File: config.mk
export PLATFORM = sky130hd
export DESIGN_NAME = spi_frame_arbiter
export DESIGN_NICKNAME = d
export VERILOG_FILES = /design/src/rtl/spi_frame_arbiter.sv
export SDC_FILE = /design/constraint.sdc
export NUM_CORES = 1
export LEC_CHECK = 0
export BUFFER_PORTS_ARGS = -buffer_cell sky130_fd_sc_hd__buf_2
export CORE_AREA = 2 2 188 190
export CTS_CLUSTER_DIAMETER = 100
export CTS_CLUSTER_SIZE = 28
export DETAILED_ROUTE_END_ITERATION = 7
export DIE_AREA = 0 0 190 192
export HOLD_SLACK_MARGIN = 0.1
export PLACE_DENSITY_LB_ADDON = 0.3
export SETUP_SLACK_MARGIN = 0.05
export SYNTH_ARGS = -nofsm -noshare
export SYNTH_HDL_FRONTEND = slang
export SYNTH_SLANG_ARGS = --single-unit
File: constraint.sdc
create_clock -name clk -period 3.5 [get_ports clk]
set_input_delay 0.35 -clock clk [delete_from_list [all_inputs] [get_ports clk]]
set_output_delay 0.35 -clock clk [all_outputs]
set_load 0.03 [all_outputs]
File: src/rtl/spi_frame_arbiter.sv
// spi_frame_arbiter: system-clock-side controller for the Raspberry Pi SPI slave.
// Round-robin arbitration of NUM_REQ requesters for the outgoing frame word.
// Received frames are presented as a one-cycle strobe with a frame counter.
// The word driven on spi_tx never changes while a frame is being shifted.
// Optional build macro SPI_ARB_ECHO_EN: the filler word is the last received
// frame (loopback echo) instead of the constant IDLE_WORD.
module spi_frame_arbiter #(
  parameter int unsigned            DATA_LENGTH = 64,
  parameter int unsigned            NUM_REQ     = 4,
  parameter logic [DATA_LENGTH-1:0] IDLE_WORD   = '0
) (
  input  logic                           clk,
  input  logic                           rst,
  input  logic                           spi_cs,
  input  logic                           spi_ready,
  input  logic [DATA_LENGTH-1:0]         spi_rx,
  output logic [DATA_LENGTH-1:0]         spi_tx,
  input  logic [NUM_REQ-1:0]             req_valid,
  input  logic [NUM_REQ*DATA_LENGTH-1:0] req_data,
  output logic [NUM_REQ-1:0]             req_ack,
  output logic                           rx_valid,
  output logic [DATA_LENGTH-1:0]         rx_data,
  output logic [15:0]                    frame_count,
  output logic                           busy
);

  localparam int unsigned GW = (NUM_REQ > 1) ? $clog2(NUM_REQ) : 1;

  typedef enum logic [1:0] {
    ST_IDLE   = 2'd0,
    ST_LOADED = 2'd1,
    ST_ACTIVE = 2'd2
  } state_t;

  state_t                 state_q;
  logic                   cs_meta_q;
  logic                   cs_s_q;
  logic                   rdy_meta_q;
  logic                   rdy_s_q;
  logic                   rdy_dly_q;
  logic                   rdy_rise;
  logic [GW-1:0]          last_grant_q;
  logic [GW-1:0]          grant_idx;
  logic [GW-1:0]          cand;
  logic                   grant_any;
  logic [DATA_LENGTH-1:0] grant_word;
  logic [DATA_LENGTH-1:0] idle_fill;
  logic [DATA_LENGTH-1:0] frame_fill;
  logic [DATA_LENGTH-1:0] spi_tx_q;
  logic [DATA_LENGTH-1:0] rx_data_q;
  logic [NUM_REQ-1:0]     req_ack_q;
  logic                   rx_valid_q;
  logic                   owned_q;
  logic                   sent_q;
  logic                   busy_q;
  logic [15:0]            frame_count_q;

  assign spi_tx      = spi_tx_q;
  assign req_ack     = req_ack_q;
  assign rx_valid    = rx_valid_q;
  assign rx_data     = rx_data_q;
  assign frame_count = frame_count_q;
  assign busy        = busy_q;

  // Filler word: used in IDLE and after the first frame of a CS window.
`ifdef SPI_ARB_ECHO_EN
  assign idle_fill  = rx_data_q;
  assign frame_fill = spi_rx;
`else
  assign idle_fill  = IDLE_WORD;
  assign frame_fill = IDLE_WORD;
`endif

  assign rdy_rise = rdy_s_q & ~rdy_dly_q;

  // Two-flop synchronizers for chip select and frame-ready, plus ready edge delay.
  always_ff @(posedge clk) begin
    if (rst) begin
      cs_meta_q  <= 1'b1;
      cs_s_q     <= 1'b1;
      rdy_meta_q <= 1'b0;
      rdy_s_q    <= 1'b0;
      rdy_dly_q  <= 1'b0;
    end else begin
      cs_meta_q  <= spi_cs;
      cs_s_q     <= cs_meta_q;
      rdy_meta_q <= spi_ready;
      rdy_s_q    <= rdy_meta_q;
      rdy_dly_q  <= rdy_s_q;
    end
  end

  // Round-robin search starting one past the last granted requester.
  always_comb begin
    grant_any = 1'b0;
    grant_idx = '0;
    cand      = '0;
    for (int unsigned k = 1; k <= NUM_REQ; k++) begin
      cand = GW'((32'(last_grant_q) + k) % NUM_REQ);
      if (!grant_any && req_valid[cand]) begin
        grant_any = 1'b1;
        grant_idx = cand;
      end
    end
  end

  // Select the winning requester's word from the packed data bus.
  always_comb begin
    grant_word = IDLE_WORD;
    for (int unsigned i = 0; i < NUM_REQ; i++) begin
      if (grant_idx == GW'(i)) begin
        grant_word = req_data[i*DATA_LENGTH +: DATA_LENGTH];
      end
    end
  end

  // Frame FSM: grant in IDLE, hold the word in LOADED, count frames in ACTIVE.
  always_ff @(posedge clk) begin
    if (rst) begin
      state_q       <= ST_IDLE;
      spi_tx_q      <= IDLE_WORD;
      req_ack_q     <= '0;
      rx_valid_q    <= 1'b0;
      rx_data_q     <= '0;
      frame_count_q <= '0;
      last_grant_q  <= GW'(NUM_REQ - 1);
      owned_q       <= 1'b0;
      sent_q        <= 1'b0;
      busy_q        <= 1'b0;
    end else begin
      req_ack_q  <= '0;
      rx_valid_q <= 1'b0;
      unique case (state_q)
        ST_IDLE: begin
          if (cs_s_q && grant_any) begin
            spi_tx_q     <= grant_word;
            req_ack_q    <= NUM_REQ'(1) << grant_idx;
            last_grant_q <= grant_idx;
            owned_q      <= 1'b1;
            state_q      <= ST_LOADED;
            busy_q       <= 1'b1;
          end else begin
            spi_tx_q <= idle_fill;
            if (!cs_s_q) begin
              owned_q <= 1'b0;
              sent_q  <= 1'b0;
              state_q <= ST_ACTIVE;
              busy_q  <= 1'b1;
            end
          end
        end
        ST_LOADED: begin
          if (!cs_s_q) begin
            sent_q  <= 1'b0;
            state_q <= ST_ACTIVE;
          end
        end
        ST_ACTIVE: begin
          if (rdy_rise) begin
            rx_data_q     <= spi_rx;
            rx_valid_q    <= 1'b1;
            frame_count_q <= frame_count_q + 16'd1;
            sent_q        <= 1'b1;
            if (!sent_q) begin
              spi_tx_q <= frame_fill;
            end
          end
          // A frame completing on the same cycle as CS rising counts as sent,
          // so the window closes to IDLE rather than re-arming the word.
          if (cs_s_q) begin
            if (owned_q && !(sent_q || rdy_rise)) begin
              state_q <= ST_LOADED;
            end else begin
              owned_q <= 1'b0;
              state_q <= ST_IDLE;
              busy_q  <= 1'b0;
            end
          end
        end
        default: begin
          state_q <= ST_IDLE;
          busy_q  <= 1'b0;
        end
      endcase
    end
  end

endmodule

=== After elaboration in Yosys (flattened, before gate mapping) ===
Index checks and enable logic that the tools add are counted.

* Register bits after elaboration: 161
* Input bits: 328
* Logic and storage cells: 106

* $add $sub $neg: 5
* $lt $le $gt $ge: 4
* Equal/unequal tests: 11
* Shifts and indexed selects: 1
* Muxes and demuxes: 42
* Bitwise logic cells: 6
* Reduce and logical (&&, ||, !) cells: 22

{| class="wikitable"
|+ Operator list
! kind !! count
|-
| $mux W64 || 7
|-
| $pmux W64 S2 || 1
|-
| $mux W1 || 19
|-
| $add A16 B1 Y16 const B || 1
|-
| $mux W2 || 7
|-
| $lt A2 B3 Y1 const B || 4
|-
| $ne A2 B2 Y1 const B || 5
|-
| $bmux W1 S2 || 4
|-
| $reduce_and A4 Y1 || 2
|-
| $eq A2 B2 Y1 const B || 3
|-
| $pmux W1 S3 || 2
|-
| $pmux W2 S3 || 1
|-
| $reduce_and A3 Y1 || 2
|-
| $logic_and A1 B1 Y1 || 5
|-
| $not A1 Y1 || 5
|-
| $add A2 B1 Y2 const B || 2
|-
| $add A2 B2 Y2 const B || 2
|-
| $eq A2 B1 Y1 const B || 2
|-
| $logic_not A1 Y1 || 4
|-
| $logic_not A2 Y1 || 2
|-
| $reduce_and A2 Y1 || 2
|-
| $shl A1 B2 Y4 const A || 1
|-
| $ne A3 B3 Y1 const B || 1
|-
| $reduce_bool A3 Y1 || 1
|-
| 6 further kinds || 6
|}

=== Longest topological paths before layout ===
Gate-level depths: netlist of the first run.

* Word-level depth: 20
* Gate-level depth with buffers: 8
* Depth with buffers taken out: 5

=== Worst setup path before layout of the first run ===
Ideal clock, no wire load.

* Path kind: register to register
* Start: reg frame_count_q[3], in the netlist frame_count[3]
* End: reg frame_count_q[15], in the netlist frame_count[15]
* Arrival: 1.529 ns
* Required time: 3.372 ns
* Slack: 1.844 ns
* Stages on the path, launching flop included: 6
* Buffers on the path: 0
* Clock period less this slack: 1.656 ns
* Cell sequence: dfxtp_1 nand4_1 nor4_1 nand3_1 xor2_1 nor2_1

* Word-level cells in the longest chain between the ends: 1

{| class="wikitable"
|+ RTL lines
! element !! RTL line !! RTL
|-
| start: declaration || 56 || <nowiki>logic [15:0] frame_count_q;</nowiki>
|-
| start signal: assignment || 162 || <nowiki>frame_count_q <= frame_count_q + 16'd1;</nowiki>
|-
| $add A16 B1 Y16 || 162 ||
|}

Every way passes these cells.
A chain may end at the register's enable or synchronous reset.

=== Worst setup path after layout of the first run ===
* Start: reg last_grant_q[1]
* End: reg spi_tx_q[27], in the netlist spi_tx[27]

* Word-level cells in the longest chain between the ends: 20
* Elaborated cells between the ends (all ways): 37
* Classes of those cells: add/sub: 4; eq/ne: 3; mux: 22; reduce/logical: 8

{| class="wikitable"
|+ RTL lines
! element !! RTL line !! RTL
|-
| start: declaration || 42 || <nowiki>logic [GW-1:0] last_grant_q;</nowiki>
|-
| start signal: assignment || 126 || <nowiki>last_grant_q <= GW'(NUM_REQ - 1);</nowiki>
|-
| start signal: assignment || 138 || <nowiki>last_grant_q <= grant_idx;</nowiki>
|-
| $add A2 B1 Y2 || 99 || <nowiki>cand = GW'((32'(last_grant_q) + k) % NUM_REQ);</nowiki>
|-
| $bmux W1 S2 || 100 || <nowiki>if (!grant_any && req_valid[cand]) begin</nowiki>
|-
| $mux W1 (implied by the code) || 100 ||
|-
| $mux W1 || 100 ||
|-
| $logic_not A1 Y1 || 100 ||
|-
| $logic_and A1 B1 Y1 || 100 ||
|-
| $mux W1 || 100 ||
|-
| $logic_not A1 Y1 || 100 ||
|-
| $logic_and A1 B1 Y1 || 100 ||
|-
| $mux W1 || 100 ||
|-
| $logic_not A1 Y1 || 100 ||
|-
| $logic_and A1 B1 Y1 || 100 ||
|-
| $mux W2 || 100 ||
|-
| $logic_not A2 Y1 || 111 || <nowiki>if (grant_idx == GW'(i)) begin</nowiki>
|-
| $mux W64 (4 in a row) || 111 ||
|-
| $mux W64 * || 135 || <nowiki>if (cs_s_q && grant_any) begin</nowiki>
|-
| $pmux W64 S2 * || 133 || <nowiki>unique case (state_q)</nowiki>
|-
| end signal: assignment || 136 || <nowiki>spi_tx_q <= grant_word;</nowiki>
|-
| end signal: assignment || 143 || <nowiki>spi_tx_q <= idle_fill;</nowiki>
|-
| end signal: assignment || 165 || <nowiki>spi_tx_q <= frame_fill;</nowiki>
|-
| end: declaration || 49 || <nowiki>logic [DATA_LENGTH-1:0] spi_tx_q;</nowiki>
|}

Every way passes the cells marked *; elsewhere a longest branch is shown, timed or not. The select of a mux whose other input is x is not followed.

==> impl_metrics.yaml, run 1 <==
placed_design:
  gp_congestion: 0.8506
  dp.final_hpwl_mm: 23.38
  io_buffers: 477
  dpl_cell_area_sq_um: 10270
die:
  die_w_um: 190
  dieArea_sq_um: 36480
  core_sq_um: 34290
  io_pins: 478
  initial_core_util_pct: 22.04
  rows: 68
  dieHeight_um: 192
synthesis:
  yosys_warnings: 0
  syn_inst: 958
  synth_top_flop_cell: "dfxtp_1"
  synth.cell_area_sq_um: 7556
  ys_seq_elements: 161
  synth_top_area_share_pct: 42.66
  synth_cell_types: 48
  netlist_top_cells_area: "dfxtp_1, nand2_1, a21oi_1, a32oi_1, o221ai_1"
  syn_area_per_cell_sq_um: 7.887
  async_flop_share_pct: 0
  ys_seq_area_share_pct: 42.66
  synth_edf_count: 0
  synth_nets: 1287
  yosysTopAreaCell: "dfxtp_1"
pwr:
  p_per_area_nw_per_um2: 474.0
  ir_worst_vdd_uv: 330.2
  power_leakage_nw: 4.768
final_layout:
  fillers: 3694
  drive_gt1_share_pct: 39.41
  fin_nets: 1714
  area_growth_pct: 44.31
  final_cell_area_sq_um: 10900
sta:
  post-route-period-util_pct: 74.93
  holdWs_ns: 0.1359
  setup_viol: 0
  rsz0062_at_grt: "no"
  tightest_slew_ns: 1.009
  fmax_ghz: 0.3813
  slew_headroom_pct: 32.74
  hold_violations: 0
  finalClockSkew_ns: 0.009109
  period_minus_slack_ns: 2.622
  finalMaxSlewViolations: 0
  setup_tns_ns: 0
run:
  cap_violations: 0
cts:
  cts_buffers: 17
  post_cts_buffers: 0
  cts_resized: 0
  clk_path_buf_depth: 2
  cts_tree: "built"
  cts_htree_levels: 4
  path_clk_slew_ns: 0.07
  clk_latency_ns: 0.45
  cts_hold_buf: 1
  numClockSinks: 161
  clock-root-buffer: "clkbuf_16"
grt:
  grt_usage_pct: 16.48
  grt_pass1_wl_mm: 46.75
  grt_max_degree: 129
  overflow: 0
  grt_pass1_vias: 8357
  antenna_found_initial: 8
setup_path:
  crit_type: "flip-flop to flip-flop"
  crit_fanout: 45
  startpoint_type: "flip-flop"
  critical_path_arrival_ns: 2.99
  worstPathRequired_ns: 3.87
  end_kind: "flip-flop"
route:
  drc: 0
  drtIter0Drc: 377
  ant_nets: 0
  routedWlPerCell_um: 17.19
  dr_total_vias: 8751
  drt_wl_total_mm: 31.93
  drt_first_pass_iters: 5
  via_per_inst: 4.710
status:
  status: "finished clean"
worst_hold_path:
  hold_class: "input port to flip-flop"
## critical path, stage by stage (launching register included)
cell,delay (ns)
dfxtp_1,0.53
inv_1,0.15
o32ai_2,0.40
a211o_2,0.81
buf_4,0.35
nand2_1,0.10
a32oi_1,0.20
## state kept, by name, indices dropped and copies added (netlist names)
register      flops
state_q           2
rdy_meta_q        1
rx_data          64
cs_meta_q         1
last_grant_q      2
rdy_dly_q         1
cs_s_q            1
req_ack           4
owned_q           1
frame_count      16
sent_q            1
rx_valid          1
busy              1
spi_tx           64
rdy_s_q           1
## Yosys cell counts (2+ instances only)
cell	count
a211o_1	2
a211oi_1	2
a21oi_1	138
a32oi_1	65
and3_1	2
and4_1	2
buf_1	4
buf_2	32
buf_4	14
buf_6	6
clkbuf_1	27
dfxtp_1	161
inv_1	4
nand2_1	338
nand2b_1	2
nand3_1	4
nand4_1	4
nand4bb_1	2
nor2_1	25
nor2_2	2
nor2b_1	5
nor3_1	2
nor4_1	4
o21ai_0	11
o221ai_1	54
o221ai_2	10
or2_2	3
or3_1	2
xnor2_1	7
xor2_1	6
## kinds of logic after synthesis
logic type,Yosys count,share of synthesized area (%)
XOR/XNOR,13,1.507
flip-flops,161,42.66
buffers and inverters,89,6.391
adder cells (fa/ha/maj),1,0.1656
AO/OA/AOI/OAI,292,27.65
multiplexers,1,0.1325
AND/OR/NAND/NOR,401,21.49
## cells in the final DEF (no fill, tap or decap), types with 2 or more instances in the layout
master	count
nand4_1	4
o21ai_0	11
diode_2	5
clkinv_4	2
clkinv_2	2
nand2b_1	2
buf_12	4
buf_4	11
o221ai_1	54
a211oi_4	2
clkbuf_16	17
and3_1	2
bufinv_16	3
a32oi_1	64
o221ai_2	10
buf_2	476
inv_6	4
nor3_1	2
inv_1	4
clkinvlp_4	2
xor2_1	6
nor2_1	25
and4_1	2
nor4_1	4
a211o_1	2
or2_2	3
dfxtp_1	161
nor2b_1	5
xnor2_1	7
or3_1	2
a21oi_1	138
nand3_1	4
nand2_1	338
## area by class of cell
type / instances / area [sq um] / share of cell area [%]
multi-input combinational: 708 / 3918 / 35.93
inverter: 5 / 18.77 / 0.1721
clock inverter: 14 / 178.9 / 1.641
timing repair buffer: 492 / 2555 / 23.43
tap: 455 / 569.3 / 5.221
antenna: 5 / 12.51 / 0.1147
clock buffer: 18 / 429.2 / 3.936
sequential: 161 / 3223 / 29.56
## worst paths after layout
path / start / end / slack, ns / cells after the start
hold reg to reg: rdy_meta_q / rdy_s_q / 0.44 / 1
setup / recovery: last_grant_q[1] / spi_tx[27] / 0.88 / 6
setup reg to reg: last_grant_q[1] / spi_tx[27] / 0.88 / 6
hold / removal: spi_rx[9] / rx_data[9] / 0.14 / 3
## metal layers
metal | GRT usage, % | part of all wire, % | vias to the layer above
met3 | 5.756 | 8.9 | 47
met2 | 27.88 | 48 | 394
met1 | 19.22 | 40 | 4022
met4 | 6.052 | 2.3 | 10
li1 | - | - | 4278
met5 | 0 | 0.19 | -
## through the flow
step	total power, W	util (%)	setup slack (ns)	std cells
floorplan	0.002755	-	1.844	958
global placement	0.003203	29.96	0.9641	1820
detailed placement	0.003218	29.96	0.9103	1820
CTS	0.005247	31.77	0.8768	1853
global route	0.005410	31.79	0.7320	1856
finish	0.005168	31.80	0.8775	1858
## power breakdown
part           total, W  leakage [nW]  switching [W]  internal (W)
Clock           0.00200         0.294       0.000859       0.00114
Sequential      0.00202          1.31      0.0000813       0.00194
Combinational   0.00115          3.16       0.000750      0.000404
Total           0.00517          4.77        0.00169       0.00348
Power figures use the tool's default switching activity.
==> run 2, diff against run 1 <==
==> constraint.sdc (replaced) <==
create_clock -name clk -period 2.2 [get_ports clk]
set_input_delay 0.22 -clock clk [delete_from_list [all_inputs] [get_ports clk]]
set_output_delay 0.22 -clock clk [all_outputs]
set_load 0.03 [all_outputs]
==> run 2 against run 1 <==
Effect of this change:
- sequential power grew 59%
- clock skew increased by 0.0028 ns
- global-route usage rose by 1.8 points
- count of clock-buffer cells in the layout is 1 higher
- critical endpoint is now rx_data[18]
==> impl_metrics.yaml, run 2 (synthesis results as in run 1) <==
cts:
  cts_tree: "built"
  cts_buffers: 17
  clock-root-buffer: "clkbuf_16"
  numClockSinks: 161
  clk_latency_ns: 0.45
  path_clk_slew_ns: 0.07
  cts_htree_levels: 4
  clk_path_buf_depth: 2
final_layout:
  mostFrequentLayoutCells: "buf_2, nand2_1, dlygate4sd3_1"
  layout_commonest_cell: "buf_2"
  drive_gt1_share_pct: 34.14
  final_util_pct: 39.15
  area_growth_pct: 77.68
  fin_nets: 1966
grt:
  overflow: 0
  gr-usage-met3_pct: 5.865
  grt_usage_pct: 18.32
  grt_util_met2_pct: 32.20
  grt_pass1_vias: 9924
  grt_util_met1_pct: 20.25
  antenna_found_initial: 5
  grt_pass1_wl_mm: 52.20
  gr-max-usage-layer: "met2"
  grt_max_degree: 80
die:
  die_w_um: 190
  rows: 68
  initial_core_util_pct: 22.04
  dieHeight_um: 192
  io_pins: 478
  dieArea_sq_um: 36480
  core_sq_um: 34290
setup_path:
  slowest_stage: "dlygate4sd3_1"
  r2r-start: "state_q[1]"
  critical_path_arrival_ns: 2.39
  r2r_cells: 5
  cp_top_family: "buffers and inverters"
  worstPathRequired_ns: 2.59
  crit_chain: "and4bb_2 > buf_4 > nand2_1 > a21oi_1 > dlygate4sd3_1"
  max_stage_delay_ns: 0.57
  end_kind: "flip-flop"
  path_depth: 5
  worstReg2RegEnd: "rx_data[18]"
  cp.buffers_inverters: 2
  crit_type: "flip-flop to flip-flop"
  startpoint_type: "flip-flop"
  crit_fanout: 24
  regToRegSetupSlack_ns: 0.20
sta:
  setup_viol: 0
  rsz0062_at_grt: "no"
  slew_headroom_pct: 42.46
  tightest_slew_ns: 0.8631
  hold_violations: 0
  post-route-period-util_pct: 90.77
  worst_slack_ns: 0.2032
  setup_tns_ns: 0
  period_minus_slack_ns: 1.997
  finalMaxSlewViolations: 0
  fmax_ghz: 0.5008
  finalClockSkew_ns: 0.01188
worst_hold_path:
  hold_start: "req_data[76]"
  hold_class: "input port to flip-flop"
  min_to: "spi_tx[12]"
  holdPathStages: 3
route:
  dr_total_vias: 9887
  drc: 0
  via_per_inst: 4.692
  routedWlPerCell_um: 16.77
  drt_first_pass_iters: 5
  drtIter0Drc: 400
  drt_wl_total_mm: 35.34
  ant_nets: 0
placed_design:
  dp.final_hpwl_mm: 24.13
  gp_congestion: 0.8487
  post-place-ws_ns: 0.2217
  io_buffers: 477
pwr:
  power_leakage_nw: 5.875
  p_per_area_nw_per_um2: 637.3
  ir_worst_vdd_uv: 594.0
status:
  status: "finished clean"
run:
  cap_violations: 0
## run 2: cell types whose count changed in the layout (fill, tap and decap cells not counted)
cell | before | now
buf_12 | 4 | 8
buf_4 | 11 | 19
bufinv_16 | 3 | 2
clkbuf_8 | 0 | 1
clkinv_2 | 2 | 1
clkinvlp_4 | 2 | 1
dfxtp_1 | 161 | 160
dfxtp_2 | 0 | 1
diode_2 | 5 | 3
dlygate4sd3_1 | 1 | 241
inv_8 | 1 | 2
## run 2: cell type report
| cell class | instances | area [sq um] |
|---|---|---|
| antenna | 3 | 7.507 |
| clock buffer | 19 | 442.9 |
| clock inverter | 12 | 147.6 |
| fill | 3462 | 20860 |
| inverter | 5 | 18.77 |
| multi-input combinational | 708 | 3918 |
| sequential | 161 | 3224 |
| tap | 455 | 569.3 |
| timing repair buffer | 744 | 5097 |
## run 2: power by group
group	internal (W)	leakage [nW]	total (W)	switching [W]
sequential	0.00308	1.31	0.00321	0.000132
clock	0.00173	0.289	0.00311	0.00138
combinational	0.000949	4.27	0.00224	0.00129
total	0.00576	5.87	0.00856	0.00280
## run 2: repair_timing
action	CTS	global route
hold buffers	241	0
endpoints found under the hold margin	131	0
endpoints found under the setup margin	0	1
setup buffers	0	0
resized for setup	0	1
## run 2: worst max-delay path by stage
stage,startpoint,endpoint
after floorplan,frame_count[3],frame_count[15]
after global placement,state_q[0],spi_tx[26]
after detailed placement,req_valid[3],spi_tx[31]
after CTS,state_q[0],rx_data[21]
after global routing,state_q[1],rx_data[18]
final,state_q[1],rx_data[18]
## run 2: per-stage QoR
stage               std cells  instance area (sq um)  hold WS, ns  total power (W)
floorplan                 958                   7556       0.3238         0.004383
global placement         1832                  10410       0.4251         0.005154
detailed placement       1832                  10410       0.4297         0.005179
CTS                      2104                  13420       0.1011         0.008662
global route             2107                  13430       0.1204         0.008947
finish                   2107                  13430       0.1335         0.008557
## run 2: layer usage
metal | vias to the layer above | share of wire (%)
met1 | 4594 | 40
li1 | 4775 | -
met3 | 73 | 7.6
met5 | - | 0.065
met4 | 4 | 3.2
met2 | 441 | 49
## run 2: worst min-delay path, cell delays in order
cell,delay [ns]
buf_2,0.10
o221ai_1,0.15
a32oi_1,0.07
==> run 3, diff against run 2 <==
--- a/config.mk
+++ b/config.mk
@@ -5,12 +5,12 @@
 export SDC_FILE = /design/constraint.sdc
 export NUM_CORES = 1
 export LEC_CHECK = 0
+export ABC_AREA = 1
 export BUFFER_PORTS_ARGS = -buffer_cell sky130_fd_sc_hd__buf_2
-export CORE_AREA = 2 2 188 190
+export CORE_UTILIZATION = 25
 export CTS_CLUSTER_DIAMETER = 100
 export CTS_CLUSTER_SIZE = 28
 export DETAILED_ROUTE_END_ITERATION = 7
-export DIE_AREA = 0 0 190 192
 export HOLD_SLACK_MARGIN = 0.1
 export PLACE_DENSITY_LB_ADDON = 0.3
 export SETUP_SLACK_MARGIN = 0.05
==> run 3 against run 2 <==
Effect of this change:
- the flow now finishes with violations (negative setup slack)
- utilization grew 3.0 points
- register-to-register slack lost 0.21 ns
- via count grew 7.2%
- die area shrank 7.2%
- critical path type unchanged
- largest power group is now combinational logic
==> impl_metrics.yaml, run 3 <==
sta:
  finalClockSkew_ns: 0.01467
  tightest_slew_ns: 0.5928
  finalMaxSlewViolations: 0
  post-route-period-util_pct: 100.4
  rsz0062_at_grt: "yes"
  worst_slack_ns: -0.008351
  fmax_ghz: 0.4528
  hold_violations: 0
  slew_headroom_pct: 60.48
  period_minus_slack_ns: 2.208
  setup_tns_ns: -0.008351
  holdWs_ns: 0.1222
  setup_viol: 1
synthesis:
  synth_commonest_cells: "nand2_1, o21ai_0, dfxtp_1"
  synth_nets: 1574
  yosysMostFrequentCell: "nand2_1"
  synth.cell_area_sq_um: 8279
  synth_top_flop_cell: "dfxtp_1"
  synthAdderAreaFrac_pct: 0.1511
  yosys_warnings: 0
  yosysTopAreaCell: "dfxtp_1"
  synth_xor_xnor_area_share_pct: 0.1058
  async_flop_share_pct: 0
  synth_edf_count: 0
  syn_area_per_cell_sq_um: 6.650
  yosys.area_share.simple_pct: 32.82
  ys_seq_elements: 161
  synth_compound_area_share_pct: 17.15
  synth_top_family_by_area: "simple AND/OR/NAND/NOR gates"
  synth.area.mux_share_pct: 0
  ys_seq_area_share_pct: 38.93
  netlist_top_cells_area: "dfxtp_1, nand2_1, o21ai_0, nor2_1, nand3_1"
  synth_top_area_share_pct: 38.93
  syn_inst: 1245
  synth_cell_types: 40
cts:
  clk_path_buf_depth: 2
  cts_buffers: 17
  cts_tree: "built"
  clk_latency_ns: 0.44
  path_clk_slew_ns: 0.07
  numClockSinks: 161
  cts_htree_levels: 4
  clock-root-buffer: "clkbuf_16"
pwr:
  ir_worst_vdd_uv: 1224
  p_per_area_nw_per_um2: 1771
  finalPower_w: 0.02426
  power_leakage_nw: 7.004
final_layout:
  final_cell_area_sq_um: 13700
  layout_commonest_cell: "buf_2"
  drive_gt1_share_pct: 40.51
  mostFrequentLayoutCells: "buf_2, nand2_1, o21ai_0"
  fin_nets: 2128
  area_growth_pct: 65.47
setup_path:
  r2r-start: "last_grant_q[0]"
  crit_fanout: 7
  worstSetupStartpoint: "last_grant_q[0]"
  timing.critical_path.mode_cell: "nand2_2"
  worstReg2RegEnd: "spi_tx[44]"
  startpoint_type: "flip-flop"
  crit_type: "flip-flop to flip-flop"
  critical_path_arrival_ns: 2.53
  r2r_cells: 17
  regToRegSetupSlack_ns: -0.008
  end_kind: "flip-flop"
  crit_chain: "buf_6 > nand2_2 > nand2_2 > nand2_2 > nand2_4 > nor2_4 > buf_6 > nand4_4 > nand2_4 > buf_12 > nor2_8 > buf_4 > clkbuf_16 > nand2_1 > nand3_1 > nand2_1 > a21oi_1"
  slowest_stage: "dfxtp_4"
  max_stage_delay_ns: 0.37
  cp-endpoint: "spi_tx[44]"
  worstPathRequired_ns: 2.52
die:
  die_w_um: 184.0
  initial_core_util_pct: 25.45
  dieArea_sq_um: 33850
  rows: 66
  core_sq_um: 32540
  dieHeight_um: 184.0
  io_pins: 478
run:
  cap_violations: 0
placed_design:
  dp.final_hpwl_mm: 27.12
  post-place-ws_ns: -0.09850
  io_buffers: 477
  dpl_cell_area_sq_um: 11370
  gp_congestion: 1.012
route:
  ant_nets: 0
  dr_total_vias: 10603
  routedWlPerCell_um: 17.31
  drt_first_pass_iters: 5
  drt_wl_total_mm: 39.15
  drtIter0Drc: 690
  via_per_inst: 4.687
  drc: 0
status:
  status: "finished, violations left"
  violations: "negative setup slack"
grt:
  grt_pass1_wl_mm: 54.09
  overflow: 0
  grt_max_degree: 82
  grt_usage_pct: 20.75
  grt_pass1_vias: 9796
  antenna_found_initial: 8
worst_hold_path:
  hold_class: "input port to flip-flop"
## run 3: changes by cell type in the layout (fill, tap and decap cells not counted), sizes merged, moves of 7 or more
cell / previous run / this run
dlygate4sd3: 241 / 66
buf: 503 / 543
nand3: 4 / 113
inv: 11 / 112
xnor2: 7 / 0
nand2: 338 / 270
nor2: 27 / 158
nand3b: 0 / 38
a21oi: 139 / 83
or2: 3 / 21
o221ai: 64 / 0
a32oi: 65 / 0
o21ai: 11 / 188
clkbuf: 19 / 32
## run 3: routing by layer
layer	part of all wire, %	global-route usage, %
met5	0.059	0
met4	3.2	7.167
met1	41	25.46
met2	49	35.30
met3	6.3	4.873
## run 3: cell families after synthesis
| family | Yosys count |
|---|---|
| and+or+nand+nor | 612 |
| AOI/OAI and AO/OA | 275 |
| buffers and inverters | 195 |
| DFF | 161 |
| xor gates and xnor gates | 1 |
| adders and majority gates | 1 |
## run 3: worst min path at each step
stage	slack [ns]	from	endpoint	depth (start not counted)
after floorplan	0.32	spi_cs	cs_meta_q	1
after detailed placement	0.40	spi_cs	cs_meta_q	2
after global placement	0.40	cs_meta_q	cs_s_q	1
final	0.12	rst	frame_count[13]	2
after global routing	0.11	rst	rx_valid	2
after CTS	0.10	rst	frame_count[13]	2
## run 3: cell type report
cell class,count,area [sq um]
Antenna cell,8,20.02
Clock buffer,19,452.9
Clock inverter,13,175.2
Fill cell,3428,18840
Inverter,108,426.7
Multi-Input combinational cell,889,4616
Sequential cell,161,3231
Tap cell,442,553.0
Timing Repair Buffer,622,4225
## run 3: stage by stage
| step | util [%] | cells |
|---|---|---|
| finish | 42.11 | 2262 |
| floorplan | - | 1245 |
| global placement | 34.95 | 2130 |
| global route | 42.08 | 2259 |
| CTS | 38.93 | 2228 |
| detailed placement | 34.95 | 2130 |
## run 3: worst max-delay path, delay by kind of cell, from the launching register on
| kind | cells | cell delay (ns) |
|---|---|---|
| simple gates | 11 | 0.94 |
| buf+inv | 5 | 0.73 |
| flops | 1 | 0.37 |
| compound gates | 1 | 0.05 |
## run 3: power by group
part	internal, W	switching [W]
clock	0.00187	0.00133
sequential	0.00336	0.000231
combinational	0.00753	0.00993
## run 3: repair_timing
item	4_1_cts	5_1_grt
buffers inserted	0	10
endpoints found under the hold margin	66	0
endpoints found under the setup margin	64	67
cloned	0	16
gates resized for setup	4	161
pin swaps	0	47
hold buffers	66	0
